[src/rtl/rgb2gray_pkg.sv]
// Shared types for the RGB->gray packetizer: weighting modes, FSM states,
// and the per-mode coefficient table (weights always sum to 256).
package rgb2gray_pkg;

    typedef enum logic [1:0] {
        MODE_BT601 = 2'd0,
        MODE_BT709 = 2'd1,
        MODE_MEAN  = 2'd2,
        MODE_GREEN = 2'd3
    } mode_e;

    typedef enum logic [1:0] {
        ST_IDLE    = 2'd0,
        ST_COLLECT = 2'd1,
        ST_DRAIN   = 2'd2
    } state_e;

    // 9-bit weights: green passthrough needs the full 256.
    typedef struct packed {
        logic [8:0] wr;
        logic [8:0] wg;
        logic [8:0] wb;
    } weights_t;

    function automatic weights_t get_weights(mode_e m);
        weights_t w;
        unique case (m)
            MODE_BT601: w = '{wr: 9'd77, wg: 9'd150, wb: 9'd29};
            MODE_BT709: w = '{wr: 9'd54, wg: 9'd183, wb: 9'd19};
            MODE_MEAN:  w = '{wr: 9'd85, wg: 9'd86,  wb: 9'd85};
            MODE_GREEN: w = '{wr: 9'd0,  wg: 9'd256, wb: 9'd0};
        endcase
        return w;
    endfunction

endpackage

[src/rtl/rgb2gray_packetizer_if.sv]
// Handshake bundle between the task manager and the packetizer.
// slave: block side (byte input, answer output); master: manager side.
interface rgb2gray_packetizer_if #(
    parameter int DATA_W    = 8,
    parameter int PKT_CNT_W = 12
);
    import rgb2gray_pkg::*;

    logic                 i_tdata_valid;
    logic [DATA_W-1:0]    i_tdata;
    logic                 i_tdata_last;
    logic                 o_tready;
    logic                 i_tmanager_ready;
    logic                 o_tanswer_ready;
    logic [DATA_W-1:0]    o_tanswer_data;
    logic                 o_tanswer_data_last;
    logic [PKT_CNT_W-1:0] o_packet_size_in_bytes;

    modport slave (
        input  i_tdata_valid, i_tdata, i_tdata_last, i_tmanager_ready,
        output o_tready, o_tanswer_ready, o_tanswer_data,
        output o_tanswer_data_last, o_packet_size_in_bytes
    );

    modport master (
        output i_tdata_valid, i_tdata, i_tdata_last, i_tmanager_ready,
        input  o_tready, o_tanswer_ready, o_tanswer_data,
        input  o_tanswer_data_last, o_packet_size_in_bytes
    );

endinterface

[src/rtl/gray_sync_fifo.sv]
// First-word-fall-through synchronous FIFO with occupancy count.
// Ports: clk, rst_n (sync, active-low), wr_en/wr_data, rd_en/rd_data, count, empty.
module gray_sync_fifo #(
    parameter int WIDTH = 9,
    parameter int DEPTH = 16
) (
    input  logic                       clk,
    input  logic                       rst_n,
    input  logic                       wr_en,
    input  logic [WIDTH-1:0]           wr_data,
    input  logic                       rd_en,
    output logic [WIDTH-1:0]           rd_data,
    output logic [$clog2(DEPTH):0]     count,
    output logic                       empty
);
    localparam int AW = $clog2(DEPTH);

    logic [WIDTH-1:0] mem [DEPTH];
    logic [AW-1:0]    wr_ptr;
    logic [AW-1:0]    rd_ptr;
    logic [AW:0]      cnt;
    logic             full;
    logic             rd_ok;
    logic             wr_ok;

    assign empty = (cnt == '0);
    assign full  = (cnt == (AW+1)'(DEPTH));
    assign rd_ok = rd_en & ~empty;
    // A read in the same cycle frees the slot a full FIFO needs.
    assign wr_ok = wr_en & (~full | rd_ok);

    always_ff @(posedge clk) begin
        if (wr_ok) begin
            mem[wr_ptr] <= wr_data;
        end
    end

    always_ff @(posedge clk) begin
        if (!rst_n) begin
            wr_ptr <= '0;
            rd_ptr <= '0;
            cnt    <= '0;
        end else begin
            if (wr_ok) wr_ptr <= wr_ptr + AW'(1);
            if (rd_ok) rd_ptr <= rd_ptr + AW'(1);
            cnt <= cnt + (AW+1)'(wr_ok) - (AW+1)'(rd_ok);
        end
    end

    assign rd_data = mem[rd_ptr];
    assign count   = cnt;

endmodule

[src/rtl/rgb2gray_packetizer.sv]
// Byte-serial pixel stream -> weighted gray samples, returned as a framed
// packet with byte count. Ports: i_clk, i_rst (sync, active-low), i_mode,
// bus (slave modport: input bytes, answer bytes, packet size).
// Build option ROUND_NEAREST_EN: round-to-nearest instead of floor.
module rgb2gray_packetizer
    import rgb2gray_pkg::*;
#(
    parameter int DATA_W     = 8,
    parameter int CH_NUM     = 3,
    parameter int FIFO_DEPTH = 16,
    parameter int PKT_CNT_W  = 12
) (
    input  logic       i_clk,
    input  logic       i_rst,
    input  logic [1:0] i_mode,
    rgb2gray_packetizer_if.slave bus
);
    localparam int IW = 2;
    localparam int PW = DATA_W + 8;
    localparam int SW = DATA_W + 9;
    localparam int AW = $clog2(FIFO_DEPTH);
    localparam int CW = AW + 2;
    localparam logic [DATA_W-1:0]    PIX_MAX = '1;
    localparam logic [PKT_CNT_W-1:0] CNT_MAX = '1;

    state_e               state, state_nx;
    mode_e                mode_q, mode_eff;
    weights_t             w;
    logic [8:0]           w_arr [3];
    logic [IW-1:0]        idx;
    logic [DATA_W-1:0]    ch_q [3];
    logic [DATA_W-1:0]    px [3];
    logic [PW-1:0]        prod [3];
    logic                 tready;
    logic                 accept;
    logic                 pix_done;

    logic                 s1_valid, s1_last;
    logic [PW-1:0]        s1_p [3];
    logic                 s2_valid, s2_last;
    logic [DATA_W-1:0]    s2_data;
    logic [SW-1:0]        sum;
    logic [SW-1:0]        shifted;
    logic [DATA_W-1:0]    gray;

    logic [DATA_W:0]      fifo_rd;
    logic [AW:0]          fifo_count;
    logic                 fifo_empty;
    logic [CW-1:0]        pend;
    logic                 ans_valid;
    logic                 ans_hs;
    logic                 fifo_last;

    logic [PKT_CNT_W-1:0] byte_cnt;
    logic [PKT_CNT_W-1:0] cnt_inc;
    logic [PKT_CNT_W-1:0] size_q;

    // Pixels already in the pipe own a FIFO slot, so a write never hits full.
    assign pend   = CW'(fifo_count) + CW'(s1_valid) + CW'(s2_valid);
    assign tready = i_rst & (state != ST_DRAIN) & (pend < CW'(FIFO_DEPTH));
    assign accept = bus.i_tdata_valid & tready;
    assign pix_done = accept &
                      (bus.i_tdata_last | (idx == IW'(CH_NUM - 1)));

    // First byte of a packet uses the live mode; later bytes the latched one.
    assign mode_eff = (state == ST_IDLE) ? mode_e'(i_mode) : mode_q;
    assign w        = get_weights(mode_eff);
    assign w_arr[0] = w.wr;
    assign w_arr[1] = w.wg;
    assign w_arr[2] = w.wb;

    // Assemble R,G,B: earlier bytes from regs, current byte live,
    // channels not yet seen (early last) read as 0. Alpha never used.
    always_comb begin
        for (int c = 0; c < 3; c++) begin
            px[c] = '0;
            if (IW'(c) < idx) begin
                px[c] = ch_q[c];
            end else if (IW'(c) == idx) begin
                px[c] = bus.i_tdata;
            end
            prod[c] = PW'(w_arr[c]) * PW'(px[c]);
        end
    end

    always_comb begin
        sum = SW'(s1_p[0]) + SW'(s1_p[1]) + SW'(s1_p[2]);
`ifdef ROUND_NEAREST_EN
        sum     = sum + SW'(128);
        shifted = sum >> 8;
        gray    = (shifted > SW'(PIX_MAX)) ? PIX_MAX : DATA_W'(shifted);
`else
        shifted = sum >> 8;
        gray    = DATA_W'(shifted);
`endif
    end

    always_ff @(posedge i_clk) begin
        if (!i_rst) begin
            state  <= ST_IDLE;
            mode_q <= MODE_BT601;
            idx    <= '0;
            for (int c = 0; c < 3; c++) ch_q[c] <= '0;
        end else begin
            state <= state_nx;
            if (accept && state == ST_IDLE) mode_q <= mode_eff;
            if (accept) idx <= pix_done ? '0 : idx + IW'(1);
            for (int c = 0; c < 3; c++) begin
                if (accept && idx == IW'(c)) ch_q[c] <= bus.i_tdata;
            end
        end
    end

    always_comb begin
        state_nx = state;
        unique case (state)
            ST_IDLE:
                if (accept)
                    state_nx = bus.i_tdata_last ? ST_DRAIN : ST_COLLECT;
            ST_COLLECT:
                if (accept && bus.i_tdata_last) state_nx = ST_DRAIN;
            ST_DRAIN:
                if (ans_hs && fifo_last) state_nx = ST_IDLE;
            default:
                state_nx = ST_IDLE;
        endcase
    end

    always_ff @(posedge i_clk) begin
        if (!i_rst) begin
            s1_valid <= 1'b0;
            s1_last  <= 1'b0;
            s2_valid <= 1'b0;
            s2_last  <= 1'b0;
            s2_data  <= '0;
            for (int c = 0; c < 3; c++) s1_p[c] <= '0;
        end else begin
            s1_valid <= pix_done;
            s1_last  <= pix_done & bus.i_tdata_last;
            if (pix_done) begin
                for (int c = 0; c < 3; c++) s1_p[c] <= prod[c];
            end
            s2_valid <= s1_valid;
            s2_last  <= s1_last;
            if (s1_valid) s2_data <= gray;
        end
    end

    gray_sync_fifo #(
        .WIDTH (DATA_W + 1),
        .DEPTH (FIFO_DEPTH)
    ) u_fifo (
        .clk     (i_clk),
        .rst_n   (i_rst),
        .wr_en   (s2_valid),
        .wr_data ({s2_last, s2_data}),
        .rd_en   (ans_hs),
        .rd_data (fifo_rd),
        .count   (fifo_count),
        .empty   (fifo_empty)
    );

    assign ans_valid = ~fifo_empty;
    assign fifo_last = fifo_rd[DATA_W];
    assign ans_hs    = ans_valid & bus.i_tmanager_ready;
    assign cnt_inc   = (byte_cnt == CNT_MAX) ? CNT_MAX
                                             : byte_cnt + PKT_CNT_W'(1);

    always_ff @(posedge i_clk) begin
        if (!i_rst) begin
            byte_cnt <= '0;
            size_q   <= '0;
        end else if (ans_hs) begin
            if (fifo_last) begin
                size_q   <= cnt_inc;
                byte_cnt <= '0;
            end else begin
                byte_cnt <= cnt_inc;
            end
        end
    end

    // Gate with valid so stale FIFO memory never shows on the port.
    assign bus.o_tready               = tready;
    assign bus.o_tanswer_ready        = ans_valid;
    assign bus.o_tanswer_data         = ans_valid ? fifo_rd[DATA_W-1:0] : '0;
    assign bus.o_tanswer_data_last    = ans_valid & fifo_last;
    assign bus.o_packet_size_in_bytes = size_q;

endmodule

[src/flat_wrapper.sv]
// flat-port wrapper written by rule: the top's interface ports become plain ports
module rgb2gray_packetizer_flat import rgb2gray_pkg::*;
#(
    parameter int DATA_W     = 8,
    parameter int CH_NUM     = 3,
    parameter int FIFO_DEPTH = 16,
    parameter int PKT_CNT_W  = 12
)
  (i_clk, i_rst, i_mode, bus_i_tdata_valid, bus_i_tdata, bus_i_tdata_last, bus_i_tmanager_ready, bus_o_tready, bus_o_tanswer_ready, bus_o_tanswer_data, bus_o_tanswer_data_last, bus_o_packet_size_in_bytes);
  rgb2gray_packetizer_if #(.DATA_W(DATA_W), .PKT_CNT_W(PKT_CNT_W)) bus_i ();
  input  logic i_clk;
  input  logic i_rst;
  input  logic [1:0] i_mode;
  input wire logic [$bits(bus_i.i_tdata_valid)-1:0] bus_i_tdata_valid;
  input wire logic [$bits(bus_i.i_tdata)-1:0] bus_i_tdata;
  input wire logic [$bits(bus_i.i_tdata_last)-1:0] bus_i_tdata_last;
  input wire logic [$bits(bus_i.i_tmanager_ready)-1:0] bus_i_tmanager_ready;
  output wire logic [$bits(bus_i.o_tready)-1:0] bus_o_tready;
  output wire logic [$bits(bus_i.o_tanswer_ready)-1:0] bus_o_tanswer_ready;
  output wire logic [$bits(bus_i.o_tanswer_data)-1:0] bus_o_tanswer_data;
  output wire logic [$bits(bus_i.o_tanswer_data_last)-1:0] bus_o_tanswer_data_last;
  output wire logic [$bits(bus_i.o_packet_size_in_bytes)-1:0] bus_o_packet_size_in_bytes;
  assign bus_i.i_tdata_valid = bus_i_tdata_valid;
  assign bus_i.i_tdata = bus_i_tdata;
  assign bus_i.i_tdata_last = bus_i_tdata_last;
  assign bus_i.i_tmanager_ready = bus_i_tmanager_ready;
  assign bus_o_tready = bus_i.o_tready;
  assign bus_o_tanswer_ready = bus_i.o_tanswer_ready;
  assign bus_o_tanswer_data = bus_i.o_tanswer_data;
  assign bus_o_tanswer_data_last = bus_i.o_tanswer_data_last;
  assign bus_o_packet_size_in_bytes = bus_i.o_packet_size_in_bytes;
  rgb2gray_packetizer #(.DATA_W(DATA_W), .CH_NUM(CH_NUM), .FIFO_DEPTH(FIFO_DEPTH), .PKT_CNT_W(PKT_CNT_W)) u_core (.i_clk(i_clk), .i_rst(i_rst), .i_mode(i_mode), .bus(bus_i));
endmodule
[config.mk]
export PLATFORM = sky130hd
export DESIGN_NAME = rgb2gray_packetizer_flat
export DESIGN_NICKNAME = d
export VERILOG_FILES = /design/src/rtl/rgb2gray_pkg.sv /design/src/rtl/rgb2gray_packetizer_if.sv /design/src/rtl/gray_sync_fifo.sv /design/src/rtl/rgb2gray_packetizer.sv /design/src/flat_wrapper.sv
export SDC_FILE = /design/constraint.sdc
export NUM_CORES = 1
export LEC_CHECK = 0
export ABC_AREA = 0
export ABC_CLOCK_PERIOD_IN_PS = 7200
export CELL_PAD_IN_SITES_DETAIL_PLACEMENT = 1
export CELL_PAD_IN_SITES_GLOBAL_PLACEMENT = 1
export CORE_MARGIN = 1
export CORE_UTILIZATION = 53
export CTS_BUF_LIST = sky130_fd_sc_hd__clkbuf_8
export CTS_CLUSTER_DIAMETER = 150
export DETAILED_ROUTE_END_ITERATION = 10
export PLACE_DENSITY = 0.87
export SYNTH_ARGS = -nofsm -noshare
export SYNTH_HDL_FRONTEND = slang
export SYNTH_SLANG_ARGS = --single-unit
export TNS_END_PERCENT = 5
[constraint.sdc]
create_clock -name i_clk -period 7.2 [get_ports i_clk]
set_input_delay 1.44 -clock i_clk [delete_from_list [all_inputs] [get_ports i_clk]]
set_output_delay 1.44 -clock i_clk [all_outputs]
set_load 0.02 [all_outputs]
==> impl_metrics.csv, run 1 <==
group,metric,value,unit
synthesis,yosys.area.top_type_share,36.86,%
cts,cts_sinks,275,
synthesis,syn_nets,1770,
synthesis,yosys_warnings,0,
worst_setup_path,arrival,6.88,ns
cells_and_area,antenna_cells,0,
global_route,globalRouteTotalUtil,27.58,%
cts,cts_tree,"done",
cts,ctsHoldBuffers,0,
floorplanning,coreArea,0.03262,mm2
global_route,grt_overflow,0,
floorplanning,die_y,184.2,um
sta,clock.fmax,154.8,MHz
synthesis,syn_inst,1494,
floorplanning,initial_core_util,53.95,%
routing,drtAntennaViolNets,0,
global_route,antenna_found_initial,0,
routing,drt_iter0_drc,784,
cells_and_area,final_cells,2037,
pwr,p_leak,0.008316,uW
global_route,grt_pass1_vias,13060,
cts,htreeDepth,2,
cts,post_cts_buffers,0,
routing,via_count,11630,
synthesis,synth-seq-area-share,43.57,%
synthesis,synth_xor_area_share,1.941,%
synthesis,mappedNetlistArea,0.01760,mm2
sta,fin_setup_tns,0,ns
worst_setup_path,path_class,"in2reg",
cells_and_area,nets,1832,
synthesis,synth.most_common_cell,"edfxtp_1",
place,post-dp-hpwl,33600,um
cts,clock_path_buffers,3,
worst_setup_path,path_max_fanout,12,
cts,clkLatencyLatePin,0.61,ns
min_path,hold_path_class,"reg2reg",
sta,finalCritPeriodShare,89.75,%
synthesis,ys_seq_elements,275,
synthesis,synth.area.top_cells,"edfxtp_1 37%, ha_1 11%, fa_1 11%",
worst_setup_path,required,7.62,ns
synthesis,synth_top_family_by_area,"adder cells",
worst_setup_path,cpPeakStageDelay,0.55,ns
routing,drt_wl_total,44860,um
routing,drcViolationCount,0,
sta,grt_setup_unrepaired,"no",
synthesis,avgSynthCellArea,11.78,um2
cts,clockRootBuffer,"clkbuf_8",
routing,post_drt_via_cell_ratio,5.708,
cts,clk_pin_slew,0.06,ns
worst_setup_path,cp_slowest_cell,"fa_1",
synthesis,synth_cell_types,62,
cts,cts_buffers,47,
worst_setup_path,cp_top_family,"adder cells",
sta,maxSlewViolCount,0,
sta,hold_viol,0,
synthesis,synth_async_sr_flop_share,0,%
floorplanning,ios,38,
sta,post-route-min-period,6.462,ns
global_route,grt_max_degree,55,
synthesis,synth_compound_area_share,7.061,%
synthesis,synthMuxAreaShare,6.826,%
sta,fin_worst_skew,0.02620,ns
synthesis,yosys_most_used_dff,"edfxtp_1",
routing,wl_per_cell,22.02,um
sta,slew_headroom,12.54,%
routing,drt_pre_antenna_iters,6,
place,placed_cells,1949,
sta,setup_viol,0,
floorplanning,die_w,184.2,um
worst_setup_path,crit_path_frequent_cell,"inv_1",
synthesis,yosys-top-cells-count,"216 x edfxtp_1, 191 x inv_1, 161 x ha_1",
cells_and_area,synthToLayoutAreaGrowth,11.03,%
cells_and_area,drive_above_1_share,10.28,%
cts,cts.repair.resized,0,
sta,worstMarginPinSlew,1.298,ns
outcome,status,"finished, final reports clean",
synthesis,netlist.top_cell.by_area,"edfxtp_1",
synthesis,synth_simple_gate_area_share,12.47,%
synthesis,synth_edf_count,216,
pwr,powerDensity,290.4,mW/mm2
worst_setup_path,endpoint_kind,"flop",
synthesis,yosys.area_share.adder,22.82,%
place,io_buffers,37,
flow_run,maxCapViolations,0,
global_route,grt_first_pass_wirelength,71150,um
floorplanning,rows,66,
worst_setup_path,cp-start-kind,"input pin",
pwr,vdd_drop_max,0.3548,mV
worst_setup_path,critPathBufInv,7,
worst_setup_path,path_cells,"clkdlybuf4s50_1, mux2_2, inv_1, ha_1, buf_4, nor2b_1, fa_1, inv_1, fa_1, inv_1, fa_1, inv_1, fa_1, inv_1, ha_1, a21o_1, nand2_1, nand2_1, o211a_1, o21ai_0, nor3b_1",
cells_and_area,fin_util,59.90,%
floorplanning,dieArea,0.03394,mm2
place,place.gp.congestion,0.8773,
[sequential cells by signal (all words and copies together) (netlist names), named ones only]
name and cells:
u_core.idx 2, u_core.s1_p 48, u_core.state 2, u_core.u_fifo.rd_ptr 4, u_core.ch_q 24, u_core.mode_q 2, u_core.u_fifo.count 5, u_core.s2_last 1
u_core.s2_data 8, u_core.u_fifo.mem 144, u_core.bus.o_packet_size_in_bytes 12, u_core.byte_cnt 12, u_core.s2_valid 1, u_core.u_fifo.wr_ptr 4, u_core.s1_valid 1, u_core.s1_last 1
[metrics by stage]
| step | area (um2) | hold slack (ns) | worst slack, ns | power (uW) |
|---|---|---|---|---|
| final | 19540 | 0.4635 | 0.7381 | 5674 |
| after CTS | 19540 | 0.4626 | 0.7925 | 5718 |
| after floorplan | 17600 | 0.4119 | 0.4146 | 3496 |
| after global routing | 19540 | 0.4819 | 0.4496 | 6013 |
| after detailed placement | 18490 | 0.4543 | 0.1307 | 4139 |
| after global placement | 18490 | 0.4437 | 0.3211 | 4001 |
[logic make-up (layout without fill, tap and decap cells)]
kind of cell	count (synthesis)	in the layout
fa+ha+maj	261	261
mux	63	63
buf+inv	240	341
simple gates	423	423
flops	275	275
compound gates	193	193
xor+xnor	39	39
[worst register-to-register path, cell delays in order, from the launching register on]
cell and delay (ns):
dfxtp_1 0.45, inv_1 0.25, ha_1 0.60, mux2i_1 0.59, nor2_1 0.16, inv_1 0.18
fa_1 0.46, fa_1 0.55, inv_1 0.05, fa_1 0.54, inv_1 0.06, fa_1 0.53
inv_1 0.05, ha_1 0.35, o311a_1 0.38, a2111oi_0 0.47, or4_1 0.19, nand2_1 0.04
[final timing paths]
check / endpoint / depth (start not counted) / slack, ns / startpoint
worst min register to register: u_core.bus.o_packet_size_in_bytes[10] / 2 / 0.46 / u_core.bus.o_packet_size_in_bytes[10]
worst max-delay path: u_core.s1_p[0][45] / 21 / 0.74 / i_mode[1]
worst max register to register: u_core.s1_p[0][12] / 17 / 1.08 / u_core.idx[1]
worst min-delay path: u_core.bus.o_packet_size_in_bytes[10] / 2 / 0.46 / u_core.bus.o_packet_size_in_bytes[10]
[metal layers]
metal	part of all wire (%)	GRT usage, %	vias to the layer above	routed length [um]
met5	0	0	-	0
met4	3.1	9.867	0	1379
met3	3.6	3.813	98	1610
met2	54	51.64	279	24020
met1	40	31.97	5905	17840
li1	-	-	5345	-
[layout make-up]
| cell class | count | area [um2] |
|---|---|---|
| Sequential cell | 275 | 7669 |
| Timing Repair Buffer | 59 | 543.0 |
| Clock buffer | 63 | 867.1 |
| Clock inverter | 25 | 176.4 |
| Tap cell | 442 | 553.0 |
| Fill cell | 3347 | 13080 |
| Inverter | 194 | 728.2 |
| Multi-Input combinational cell | 979 | 9001 |
[power by group]
group	internal, uW	switching, uW	total (uW)
combinational	942	1230	2170
sequential	1830	123	1950
clock	858	693	1550
total	3630	2040	5670
[layout by cell type (no fill, tap or decap), drive strengths merged, types with 21 or more instances in the layout]
master,count
xnor2,30
o21ai,41
fa,100
ha,161
and2,36
clkbuf,63
nand3,26
inv,206
clkdlybuf4s50,36
buf,23
nor2b,78
nand2b,21
nand2,66
nor2,100
a21oi,62
dfxtp,59
edfxtp,216
nor3,39
mux4,45
(Power assumes the default switching activity.)
==> inputs of run 2 (changes only) <==
ABC_CLOCK_PERIOD_IN_PS = 5800   (was 7200)
CORE_UTILIZATION = 48   (was 53)
PLACE_DENSITY = 0.84   (was 0.87)
clock period = 5.8 ns   (was 7.2 ns; I/O delays follow)
==> run 2 against run 1 <==
Against the previous run: cell area is 5.0% higher; combinational power is 46% higher; sequential cell count stayed put; via count is 3.6% higher; die area is 10% higher; cell count is 7.3% higher; clock power is 12% higher; setup slack worse by 0.60 ns; clock skew is 0.016 ns higher; largest power group unchanged.
==> impl_metrics.csv, run 2 (synthesis results as in run 1) <==
group,metric,value,unit
place,post-dp-hpwl,35260,um
sta,setup_viol,0,
place,pre_cts_ws,-0.5541,ns
worst_setup_path,r2r-start,"u_core.idx[1]",
cells_and_area,largest_reg_flops,144,
sta,grt_setup_unrepaired,"yes",
cells_and_area,drive_above_1_share,17.58,%
worst_setup_path,path_max_fanout,14,
worst_setup_path,endpoint_kind,"flop",
global_route,grt_max_degree,54,
min_path,whs_path_depth,2,
cells_and_area,synthToLayoutAreaGrowth,16.54,%
global_route,antenna_found_initial,0,
sta,finalCritPeriodShare,97.53,%
sta,clock.fmax,176.8,MHz
floorplanning,rows,69,
cts,cts_tree,"done",
sta,post-route-min-period,5.657,ns
sta,finalWorstSetupSlack,0.1430,ns
cts,clk_pin_slew,0.06,ns
pwr,seqPwrFrac,33.2,%
cells_and_area,final_common_cell,"edfxtp_1",
cells_and_area,top_regs,"u_core.u_fifo.mem (144), u_core.s1_p (48), u_core.ch_q (24)",
floorplanning,die_w,193.5,um
worst_setup_path,cp-start-kind,"input pin",
floorplanning,initial_core_util,49.11,%
floorplanning,die_y,193.5,um
cts,cts_sinks,275,
routing,drtAntennaViolNets,0,
cells_and_area,nFillCells,3745,
routing,drt_iter0_drc,503,
cells_and_area,antenna_cells,0,
pwr,p_int,4672,uW
sta,worstMarginPinSlew,1.337,ns
global_route,grt_overflow,0,
cts,clkLatencyLatePin,0.63,ns
global_route,globalRouteTotalUtil,25.27,%
sta,fin_setup_tns,0,ns
outcome,status,"finished, final reports clean",
routing,post_drt_via_cell_ratio,5.514,
routing,drt_wl_total,45990,um
worst_setup_path,arrival,6.02,ns
pwr,p_clk_share,23.6,%
cts,cts_buffers,47,
sta,slew_headroom,9.911,%
sta,fin_worst_skew,0.04197,ns
min_path,holdPathEnd,"u_core.bus.o_packet_size_in_bytes[11]",
worst_setup_path,r2r_setup_slack,0.25,ns
cells_and_area,layout_common_cells,"216 x edfxtp_1, 209 x inv_1, 157 x ha_1",
cells_and_area,nets,1961,
routing,wl_per_cell,21.05,um
worst_setup_path,path_class,"in2reg",
global_route,grt_pass1_vias,13600,
sta,hold_viol,0,
cts,post_cts_buffers,0,
worst_setup_path,rr_endpoint,"u_core.s1_p[0][46]",
pwr,powerDensity,356.6,mW/mm2
cts,htreeDepth,2,
pwr,power.share.combinational,43.2,%
place,place.gp.congestion,0.8655,
worst_setup_path,rr_worst_depth,20,
flow_run,maxCapViolations,0,
cts,clockRootBuffer,"clkbuf_8",
floorplanning,coreArea,0.03583,mm2
routing,drcViolationCount,0,
place,io_buffers,37,
cts,clock_path_buffers,3,
pwr,power.switching,2641,uW
floorplanning,ios,38,
cells_and_area,largest_register,"u_core.u_fifo.mem",
pwr,swShare,36.11,%
global_route,grt_first_pass_wirelength,73570,um
min_path,worstHoldStart,"u_core.bus.o_packet_size_in_bytes[11]",
pwr,total_power,7313,uW
floorplanning,dieArea,0.03743,mm2
sta,maxSlewViolCount,0,
pwr,vdd_drop_max,0.4329,mV
routing,drt_pre_antenna_iters,5,
routing,via_count,12050,
worst_setup_path,required,6.16,ns
min_path,hold_path_class,"reg2reg",
pwr,p_leak,0.008931,uW
-- run 2: cell types whose count changed in the layout (fill, tap and decap cells not counted), moves of 4 or more --
cell	before	now
buf_4	21	151
clkbuf_8	63	53
inv_1	202	209
ha_1	161	157
nor3_1	39	35
nor3_2	0	4
o21ai_0	35	31
o21ai_1	6	10
-- run 2: worst max-delay path, cell delays in order --
cell and delay, ns:
clkdlybuf4s50_1 0.42, mux2_2 0.31, buf_4 0.18, ha_4 0.23, nor2_2 0.14, inv_1 0.08
fa_1 0.50, fa_1 0.54, inv_1 0.06, fa_1 0.56, inv_1 0.07, fa_1 0.54
inv_1 0.04, ha_1 0.32, nor3_1 0.21, nor2_1 0.12, a31oi_2 0.27, o21ai_1 0.12
mux2i_1 0.14
-- run 2: power groups by stage --
| stage | clock, uW | combinational [uW] | sequential [uW] |
|---|---|---|---|
| global route | 1840 | 3480 | 2440 |
| finish | 1730 | 3160 | 2430 |
| detailed placement | 0 | 3140 | 2470 |
| floorplan | 0 | 2040 | 2400 |
| CTS | 1770 | 3170 | 2430 |
| global placement | 0 | 2970 | 2450 |
-- run 2: metrics by stage --
stage	util, %	instance area (um2)	hold slack, ns	cells
finish	57.24	20510	0.4650	2185
global placement	54.55	19550	0.4427	2096
detailed placement	54.55	19550	0.4591	2096
CTS	57.13	20470	0.4659	2184
floorplan	-	17690	0.4119	1494
global route	57.24	20510	0.4801	2185
-- run 2: final cells by class --
| cell class | instances | area (um2) | area share, % |
|---|---|---|---|
| Clock inverter | 35 | 192.7 | 0.9396 |
| Clock buffer | 53 | 729.5 | 3.557 |
| Inverter | 194 | 728.2 | 3.551 |
| Sequential cell | 275 | 7669 | 37.39 |
| Tap cell | 461 | 576.8 | 2.813 |
| Timing Repair Buffer | 188 | 1499 | 7.309 |
| Multi-Input combinational cell | 979 | 9112 | 44.44 |
-- run 2: worst max-delay path by stage --
stage                     startpoint                  to  cells past startpoint
after global routing       i_mode[1]  u_core.s1_p[0][46]                     19
after floorplan            i_mode[0]  u_core.s1_p[0][12]                     18
after CTS                  i_mode[1]  u_core.s1_p[0][46]                     19
after detailed placement   i_mode[1]  u_core.s1_p[0][12]                     17
after global placement     i_mode[1]  u_core.s1_p[0][12]                     17
final                      i_mode[1]  u_core.s1_p[0][46]                     19
-- run 2: per-layer routing --
layer  global-route usage [%]  vias up  part of all wire (%)
li1                         -     5594                     -
met2                    48.38      200                    55
met3                    3.574       77                   2.7
met4                    7.822        0                   2.5
met5                        0        -                     0
met1                    28.85     6176                    40
-- run 2: what timing repair did --
action / 4_1_cts / 5_1_grt
setup endpoints to repair: 0 / 13
hold buffers: 0 / 0
resized for setup: 0 / 12
